===== config.mk =====
export PLATFORM = sky130hd
export DESIGN_NAME = serial_adder_sequencer
export DESIGN_NICKNAME = d
export VERILOG_FILES = /design/src/rtl/serial_adder_sequencer.sv
export SDC_FILE = /design/constraint.sdc
export NUM_CORES = 1
export LEC_CHECK = 0
export BUFFER_PORTS_ARGS = -buffer_cell sky130_fd_sc_hd__buf_2
export CAP_MARGIN = 10
export CELL_PAD_IN_SITES_DETAIL_PLACEMENT = 2
export CELL_PAD_IN_SITES_GLOBAL_PLACEMENT = 2
export CORE_MARGIN = 2
export CORE_UTILIZATION = 25
export DETAILED_ROUTE_END_ITERATION = 7
export GPL_ROUTABILITY_DRIVEN = 0
export PLACE_DENSITY_LB_ADDON = 0.1
export SYNTH_ARGS = -nofsm -noshare
export SYNTH_HDL_FRONTEND = slang
export SYNTH_SLANG_ARGS = --single-unit

===== constraint.sdc =====
create_clock -name clk -period 2.1 [get_ports clk]
set_clock_uncertainty 0.2 [all_clocks]
set_input_delay 0.21 -clock clk [delete_from_list [all_inputs] [get_ports clk]]
set_output_delay 0.21 -clock clk [all_outputs]
set_load 0.01 [all_outputs]

===== src/rtl/serial_adder_sequencer.sv =====
// Bit-serial adder sequencer: drives one shared external full adder,
// LSB first, one operand bit per clock, with valid/ready on both sides.
module serial_adder_sequencer #(
  parameter int WIDTH = 8
) (
  input  logic             clk,
  input  logic             reset_n,
  input  logic             in_valid,
  output logic             in_ready,
  input  logic [WIDTH-1:0] a,
  input  logic [WIDTH-1:0] b,
  input  logic             cin,
  output logic             fa_a,
  output logic             fa_b,
  output logic             fa_cin,
  input  logic             fa_sum,
  input  logic             fa_cout,
  output logic             out_valid,
  input  logic             out_ready,
  output logic [WIDTH-1:0] sum,
  output logic             cout,
  output logic             ovf,
  output logic             busy
);

  localparam int CW = (WIDTH > 1) ? $clog2(WIDTH) : 1;
  localparam logic [CW-1:0] LAST = CW'(WIDTH - 1);

  typedef enum logic [1:0] {IDLE, RUN, DONE} state_t;

  state_t           state, state_nx;
  logic [WIDTH-1:0] a_sr, b_sr, sum_sr;
  logic [WIDTH:0]   sum_cat;
  logic             carry;
  logic [CW-1:0]    cnt;
  logic             accept, step, last;

  // New sum bit enters at the MSB; after WIDTH steps the LSB lands in bit 0.
  assign sum_cat = {fa_sum, sum_sr};
  assign sum     = sum_sr;

  // State register.
  always_ff @(posedge clk or negedge reset_n) begin
    if (!reset_n) state <= IDLE;
    else          state <= state_nx;
  end

  // Next-state decode and handshake / adder-drive outputs.
  always_comb begin
    state_nx  = state;
    in_ready  = 1'b0;
    out_valid = 1'b0;
    busy      = 1'b0;
    fa_a      = 1'b0;
    fa_b      = 1'b0;
    fa_cin    = 1'b0;
    accept    = 1'b0;
    step      = 1'b0;
    last      = 1'b0;
    case (state)
      IDLE: begin
        in_ready = 1'b1;
        accept   = in_valid;
        if (in_valid) state_nx = RUN;
      end
      RUN: begin
        busy   = 1'b1;
        fa_a   = a_sr[0];
        fa_b   = b_sr[0];
        fa_cin = carry;
        step   = 1'b1;
        last   = (cnt == LAST);
        if (cnt == LAST) state_nx = DONE;
      end
      DONE: begin
        busy      = 1'b1;
        out_valid = 1'b1;
        // Handoff returns to IDLE; a coincident in_valid waits a cycle.
        if (out_ready) state_nx = IDLE;
      end
      default: state_nx = IDLE;
    endcase
  end

  // Operand shifters, running carry, bit counter and result registers.
  always_ff @(posedge clk or negedge reset_n) begin
    if (!reset_n) begin
      a_sr   <= '0;
      b_sr   <= '0;
      sum_sr <= '0;
      carry  <= 1'b0;
      cnt    <= '0;
      cout   <= 1'b0;
      ovf    <= 1'b0;
    end else if (accept) begin
      a_sr   <= a;
      b_sr   <= b;
      sum_sr <= '0;
      carry  <= cin;
      cnt    <= '0;
      cout   <= 1'b0;
      ovf    <= 1'b0;
    end else if (step) begin
      a_sr   <= a_sr >> 1;
      b_sr   <= b_sr >> 1;
      sum_sr <= sum_cat[WIDTH:1];
      carry  <= fa_cout;
      // Counter parks at the last index so it never exceeds WIDTH-1.
      if (!last) cnt <= cnt + 1'b1;
      if (last) begin
        cout <= fa_cout;
        // Carry into the MSB is fa_cin of the final bit.
        ovf  <= fa_cin ^ fa_cout;
      end
    end
  end

endmodule

==> run summary, run 1 <==
Worst Hold Class: primary input to flip-flop
Final min period: 1.919 ns
clk slew on worst S/H paths: 0.07 ns
CTS tree: done
Via density: 4.489
clock net sink count: 32
Nets: 227
worst-path fanout max: 3
worst hold start: fa_cout
Ys Warns: 0
area of the multi-input gates: 658.1 um^2
power density over the cells: 1262 nW/um^2
syn_area_per_cell: 10.93 um^2
met2 Resource Use GR: 0.2463
crit end category: flip-flop
Worst Hold Depth: 3
WP data required: 2.07 ns
Max clock buf depth: 2
top post-synthesis cells by area: dfrtp_1, mux2i_1, ha_1
DIE AREA: 6715 um^2
Final Util: 0.3516
leading area contributor after synthesis: dfrtp_1
I/O pins: 39
reg-to-reg slack, setup: 0.18 ns
Num CTS Buffers: 5
RR Endpoint: state[1]
vias: 1,221
Die Span Y: 81.95 um
gr usage total: 0.1320
Tcrit/Tclk final: 0.9138
Max Slew Vio Count: 0
Reg-to-Reg Start: cnt[0]
CORE AREA: 5886 um^2
endpoints failing hold: 0
Worst VDD drop: 408.9 uV
Worst Hold Endpoint: cout
port bufs: 38
GR peak layer: met2
Setup TNS: 0 ns
arrival time worst endpoint: 1.88 ns
vias in the first global route: 1,414
synth unique cells: 19
initial antenna violation count: 0
GR Overflow Total: 0
DPL Wire Length: 2.570 mm
worst slew pin tran: 0.7469 ns
crit path kind: flip-flop to flip-flop
final setup fails: 0
n_diodes: 0
Die W: 81.95 um
H-tree Lvls: 2
#FFs+latches synth: 32
drt drc: 0
first drt pass iteration count: 4
Total Wirelength: 3.844 mm
Fmax: 0.5211 GHz
Synth top area share: 0.5272
ratio of cells with drive above 1 in the final layout: 0.2538
Initial Util: 0.2581
worst reg-to-reg path cell count: 5
number of setup buffers added after CTS: 0
register area: 800.8 um^2
worst skew pair latency: 0.28 ns
initial DRC count: 73
Net Count, Synth: 169
GR Util met3: 0.03846
antenna viol nets, final: 0
Worst slew margin: 0.5020
total power: 2.612 mW
status: complete, no violations
Post-Syn Area: 1519 um^2
FP Rows: 28
WL/cell: 14.13 um
Fillers: 666
largest net degree at the start of global routing: 48
register area share after synthesis: 0.5272
CP Launch Type: flip-flop
Mapped Cells: 139
RSZ-0062 raised after global routing: false
Area Growth Syn to Fin: 36.24%
M1 GR Usage: 0.1447
clk root buf: clkbuf_8
first-pass GRT wire length: 6.665 mm
Max-Cap Viols: 0
Pleak: 1.010 nW
==> worst max-delay path by stage <==
stage	end	slack (ns)	cells past startpoint	start
after CTS	cnt[2]	0.16	6	state[1]
after global routing	cnt[2]	0.01	6	state[1]
after floorplan	state[0]	0.33	5	cnt[0]
final	state[1]	0.18	5	cnt[0]
after detailed placement	cnt[2]	0.17	6	state[1]
after global placement	state[1]	0.28	5	cnt[0]
==> cell type report <==
| type | instances | share of cell area |
|---|---|---|
| Clock buffer | 6 | 0.03507 |
| Clock inverter | 1 | 0.002418 |
| Inverter | 5 | 0.009069 |
| Multi-Input combinational cell | 94 | 0.3180 |
| Sequential cell | 32 | 0.3869 |
| Tap cell | 75 | 0.04534 |
| Timing Repair Buffer | 59 | 0.2031 |
==> cells in the mapped netlist <==
cell	number
xnor2_1	2
clkbuf_1	3
and2_1	4
buf_4	2
a211oi_1	1
a222oi_1	1
a21boi_2	1
buf_2	3
o21ai_0	17
inv_2	1
mux2_2	2
dfrtp_1	32
nand2_1	17
nand2b_1	2
ha_1	7
mux2i_1	26
and3_1	1
nor2_1	13
inv_1	4
==> logic make-up after synthesis <==
family,share of synthesized area
flip-flops,0.5272
AND/OR/NAND/NOR,0.1030
AO/OA/AOI/OAI,0.07496
XOR/XNOR,0.01153
buffers and inverters,0.03953
adder cells (fa/ha/maj),0.05766
multiplexers,0.1862
==> through the flow <==
step / setup WS [ns] / std cells / hold slack, ns / cell area [um^2]
6_report: 0.1809 / 272 / 0.04025 / 2069
3_3_place_gp: 0.2780 / 246 / 0.1170 / 1802
4_1_cts: 0.1584 / 272 / 0.04723 / 2069
5_1_grt: 0.01232 / 272 / 0.07943 / 2069
3_5_place_dp: 0.1742 / 246 / 0.1328 / 1802
2_1_floorplan: 0.3257 / 139 / -0.2856 / 1519
==> cell usage in the layout (no fill, tap or decap), drive strengths merged, types with 2 or more instances in the layout <==
cell type and instances:
xnor2 2, and2 4, o21ai 17, dfrtp 32, mux2 2, ha 7, inv 5, nor2 13
mux2i 26, buf 40, nand2b 2, nand2 17, clkbuf 6, dlygate4sd3 19
==> timing repair <==
item / CTS / global route
hold endpoints to repair: 50 / 0
gates resized for setup: 0 / 0
hold buffers: 19 / 0
setup endpoints to repair: 0 / 0
==> metal layers <==
metal  up-vias  share of wire  wire [um]
met3         2          0.048        183
li1        578              -          -
met1       608           0.41       1575
met4         0         0.0039         15
met5         -              0          0
met2        33           0.54       2069
==> flip-flops by register name (all words and copies together), names as in the netlist <==
signal,flops
sum,8
state,2
carry,1
cnt,3
a_sr,8
cout,1
ovf,1
b_sr,8
==> where the power goes <==
part           total, mW  switching (mW)  leakage (nW)  internal, mW
clock network      0.442           0.217        0.0410         0.225
registers           1.02           0.154         0.413         0.866
logic               1.15           0.596         0.555         0.553
==> worst max-delay path, cell delays in order, from the launching register on <==
cell	delay (ns)
dfrtp_1	0.37
ha_1	0.16
ha_1	0.21
inv_2	0.04
a222oi_1	0.44
mux2_2	0.38
(Power assumes the default switching activity.)
==> inputs of run 2 (changes only) <==
--- a/config.mk
+++ b/config.mk
@@ -5,11 +5,12 @@
 export SDC_FILE = /design/constraint.sdc
 export NUM_CORES = 1
 export LEC_CHECK = 0
+export ABC_AREA = 1
 export BUFFER_PORTS_ARGS = -buffer_cell sky130_fd_sc_hd__buf_2
 export CAP_MARGIN = 10
 export CELL_PAD_IN_SITES_DETAIL_PLACEMENT = 2
 export CELL_PAD_IN_SITES_GLOBAL_PLACEMENT = 2
-export CORE_MARGIN = 2
+export CORE_MARGIN = 5
 export CORE_UTILIZATION = 25
 export DETAILED_ROUTE_END_ITERATION = 7
 export GPL_ROUTABILITY_DRIVEN = 0
==> run 2 against run 1 <==
Net effect: flip-flop and latch count unchanged; first-iteration DRC count decreased by 29%; combinational power about the same; synthesized cell count increased by 35%; total power increased by 2.5%; global-route usage decreased by 0.52 points; critical path type is now flip-flop to primary output; clock-buffer cell count unchanged; synthesized area increased by 2.2%; hold slack got worse by 0.038 ns; worst setup slack improved by 0.074 ns.
==> run summary, run 2 <==
leading area contributor after synthesis: dfrtp_1 (unchanged)
met2 Resource Use GR: 0.2206 (was 0.2463)
Max-Cap Viols: 0 (unchanged)
WP buf/inv: 3 (was 1)
FP Rows: 28 (unchanged)
GR Util met3: 0.03445 (was 0.03846)
Worst VDD drop: 383.6 uV (was 408.9 uV)
drt drc: 0 (unchanged)
M1 GR Usage: 0.1496 (was 0.1447)
power density over the cells: 1355 nW/um^2 (was 1262 nW/um^2)
clock net sink count: 32 (unchanged)
worst-path fanout max: 6 (was 3)
delay of the slowest cell on the worst path: 0.40 ns (was 0.44 ns)
#FFs+latches synth: 32 (unchanged)
Max clock buf depth: 2 (unchanged)
most frequent CP cell: inv_1 (was ha_1)
CP cell instances: inv_1 > ha_1 > nand2_1 > inv_1 > buf_2 (was ha_1 > ha_1 > inv_2 > a222oi_1 > mux2_2)
Total Wirelength: 4.490 mm (was 3.844 mm)
vias: 1,412 (was 1,221)
Max Slew Vio Count: 0 (unchanged)
clk slew on worst S/H paths: 0.07 ns (about the same)
Num CTS Buffers: 5 (unchanged)
Pleak: 1.053 nW (was 1.010 nW)
WL/cell: 14.39 um (was 14.13 um)
area of placed instances: 1819 um^2 (was 1802 um^2)
Critical Path Slowest Stage Cell: dfrtp_1 (was a222oi_1)
top-count cell post-synth: nand2_1 (was dfrtp_1)
Worst Hold Class: primary input to flip-flop (unchanged)
Post-Syn Area: 1553 um^2 (was 1519 um^2)
crit path kind: flip-flop to primary output (was flip-flop to flip-flop)
delay-heaviest family, CP: flip-flops (was compound AO/OA/AOI/OAI gates)
Die Span Y: 88.81 um (was 81.95 um)
Ys Warns: 0 (unchanged)
Area Growth Syn to Fin: 27.32% (was 36.24%)
Inst Count DP: 297 (was 246)
CTS tree: done (unchanged)
n_diodes: 0 (unchanged)
commonest non-fill, non-tap cells in the layout: nand2_1, buf_2, dfrtp_1 (was buf_2, dfrtp_1, mux2i_1)
synth unique cells: 16 (was 19)
endpoints failing hold: 0 (unchanged)
Final Util: 0.3300 (was 0.3516)
ys flop type: dfrtp_1 (unchanged)
port bufs: 38 (unchanged)
GR peak layer: met2 (unchanged)
initial antenna violation count: 0 (unchanged)
asr flop ratio synth: 1.000 (unchanged)
worst skew pair latency: 0.28 ns (about the same)
CORE AREA: 5991 um^2 (was 5886 um^2)
Net Count, Synth: 218 (was 169)
worst slew pin tran: 0.7502 ns (was 0.7469 ns)
GR Overflow Total: 0 (unchanged)
commonest non-fill, non-tap cell in the layout: nand2_1 (was buf_2)
Die W: 88.81 um (was 81.95 um)
Nets: 267 (was 227)
Worst slew margin: 0.4998 (was 0.5020)
clk root buf: clkbuf_8 (unchanged)
Initial Util: 0.2592 (was 0.2581)
final setup fails: 0 (unchanged)
vias in the first global route: 1,638 (was 1,414)
Post-synth EDFFs: 0 (unchanged)
DIE AREA: 7887 um^2 (was 6715 um^2)
fin area: 1977 um^2 (was 2069 um^2)
syn_area_per_cell: 8.259 um^2 (was 10.93 um^2)
H-tree Lvls: 2 (unchanged)
status: complete, no violations (unchanged)
Synth top area share: 0.5157 (was 0.5272)
antenna viol nets, final: 0 (unchanged)
WP data required: 1.69 ns (was 2.07 ns)
largest net degree at the start of global routing: 33 (was 48)
CP Launch Type: flip-flop (unchanged)
I/O pins: 39 (unchanged)
Setup TNS: 0 ns (unchanged)
fin cells: 312 (was 272)
Mapped Cells: 188 (was 139)
register area share after synthesis: 0.5157 (was 0.5272)
Tcrit/Tclk final: 0.8785 (was 0.9138)
RSZ-0062 raised after global routing: false (unchanged)
Fmax: 0.5420 GHz (was 0.5211 GHz)
initial DRC count: 52 (was 73)
first drt pass iteration count: 4 (unchanged)
crit end category: primary output (was flip-flop)
DPL Wire Length: 3.405 mm (was 2.570 mm)
gr usage total: 0.1268 (was 0.1320)
arrival time worst endpoint: 1.43 ns (was 1.88 ns)
Via density: 4.526 (was 4.489)
ratio of cells with drive above 1 in the final layout: 0.2236 (was 0.2538)
commonest cells in the netlist: nand2_1, dfrtp_1, nor2_1, nand3_1, inv_1 (was dfrtp_1, mux2i_1, nand2_1, o21ai_0, nor2_1)
first-pass GRT wire length: 7.700 mm (was 6.665 mm)
Final min period: 1.845 ns (was 1.919 ns)
top post-synthesis cells by area: dfrtp_1, nand2_1, nor2_1 (was dfrtp_1, mux2i_1, ha_1)
run 2: changes by cell type in the layout (fill, tap and decap cells not counted), sizes merged, moves of 4 or more:
cell	change
nand3	+17
nand2	+40
mux2i	-26
nor2	+14
and2	-4
dlygate4sd3	-11
o21ai	-7
a31oi	+11
inv	+11
run 2: cells by family (layout without fill, tap and decap cells):
kind of cell               count (synthesis)  in the layout  synth area share
buffers and inverters                     24             73           0.07735
AOI/OAI and AO/OA                         22             22           0.07978
adders and majority gates                  7              7           0.05640
and+or+nand+nor                          103            103            0.2708
DFF                                       32             32            0.5157
run 2: where the power goes:
part           total, mW  switching, mW  internal [mW]
logic               1.18          0.736          0.442
clock network      0.439          0.214          0.225
registers           1.06          0.168          0.893
total               2.68           1.12           1.56
run 2: layout make-up:
| type | count | area (um^2) |
|---|---|---|
| clock inverters | 1 | 5.005 |
| well taps | 75 | 93.84 |
| clock buffers | 6 | 72.57 |
| inverters | 16 | 60.06 |
| fillers | 714 | 4014 |
| flip-flops and latches | 32 | 800.8 |
| multi-input cells | 132 | 631.9 |
| repair buffers | 50 | 312.8 |
run 2: repair_timing:
action	CTS	global route
endpoints found under the hold margin	39	0
setup buffers	0	0
hold buffers	8	0
resized for setup	0	0
run 2: final timing paths:
path                                from      end  slack (ns)  cells past startpoint
worst min-delay path                a[3]  a_sr[3]       0.002                      3
worst max register to register  state[1]  a_sr[6]        0.27                      5
min in group asynchronous        reset_n   sum[0]        0.34                      2
worst min register to register   a_sr[7]  a_sr[7]        0.29                      2
max in group asynchronous        reset_n  b_sr[2]        0.87                      2
worst max-delay path            state[1]   fa_cin        0.26                      5
run 2: stage by stage:
stage	hold slack (ns)	total power [mW]	worst slack, ns
3_3_place_gp	0.1124	2.177	0.3938
2_1_floorplan	-0.2856	1.862	0.6297
5_1_grt	0.002235	2.947	0.1093
4_1_cts	0.001102	2.746	0.2140
3_5_place_dp	0.1335	2.279	0.2697
6_report	0.001873	2.678	0.2551
run 2: worst register-to-register path, stage by stage (launching register included):
cell,delay (ns)
dfrtp_1,0.40
inv_1,0.13
ha_1,0.40
buf_4,0.32
nand2_1,0.10
a31oi_1,0.21
run 2: routing by layer:
layer	share of wire	routed length, um
met4	0.016	73
met3	0.042	187
met2	0.53	2362
met5	0	0
met1	0.42	1867
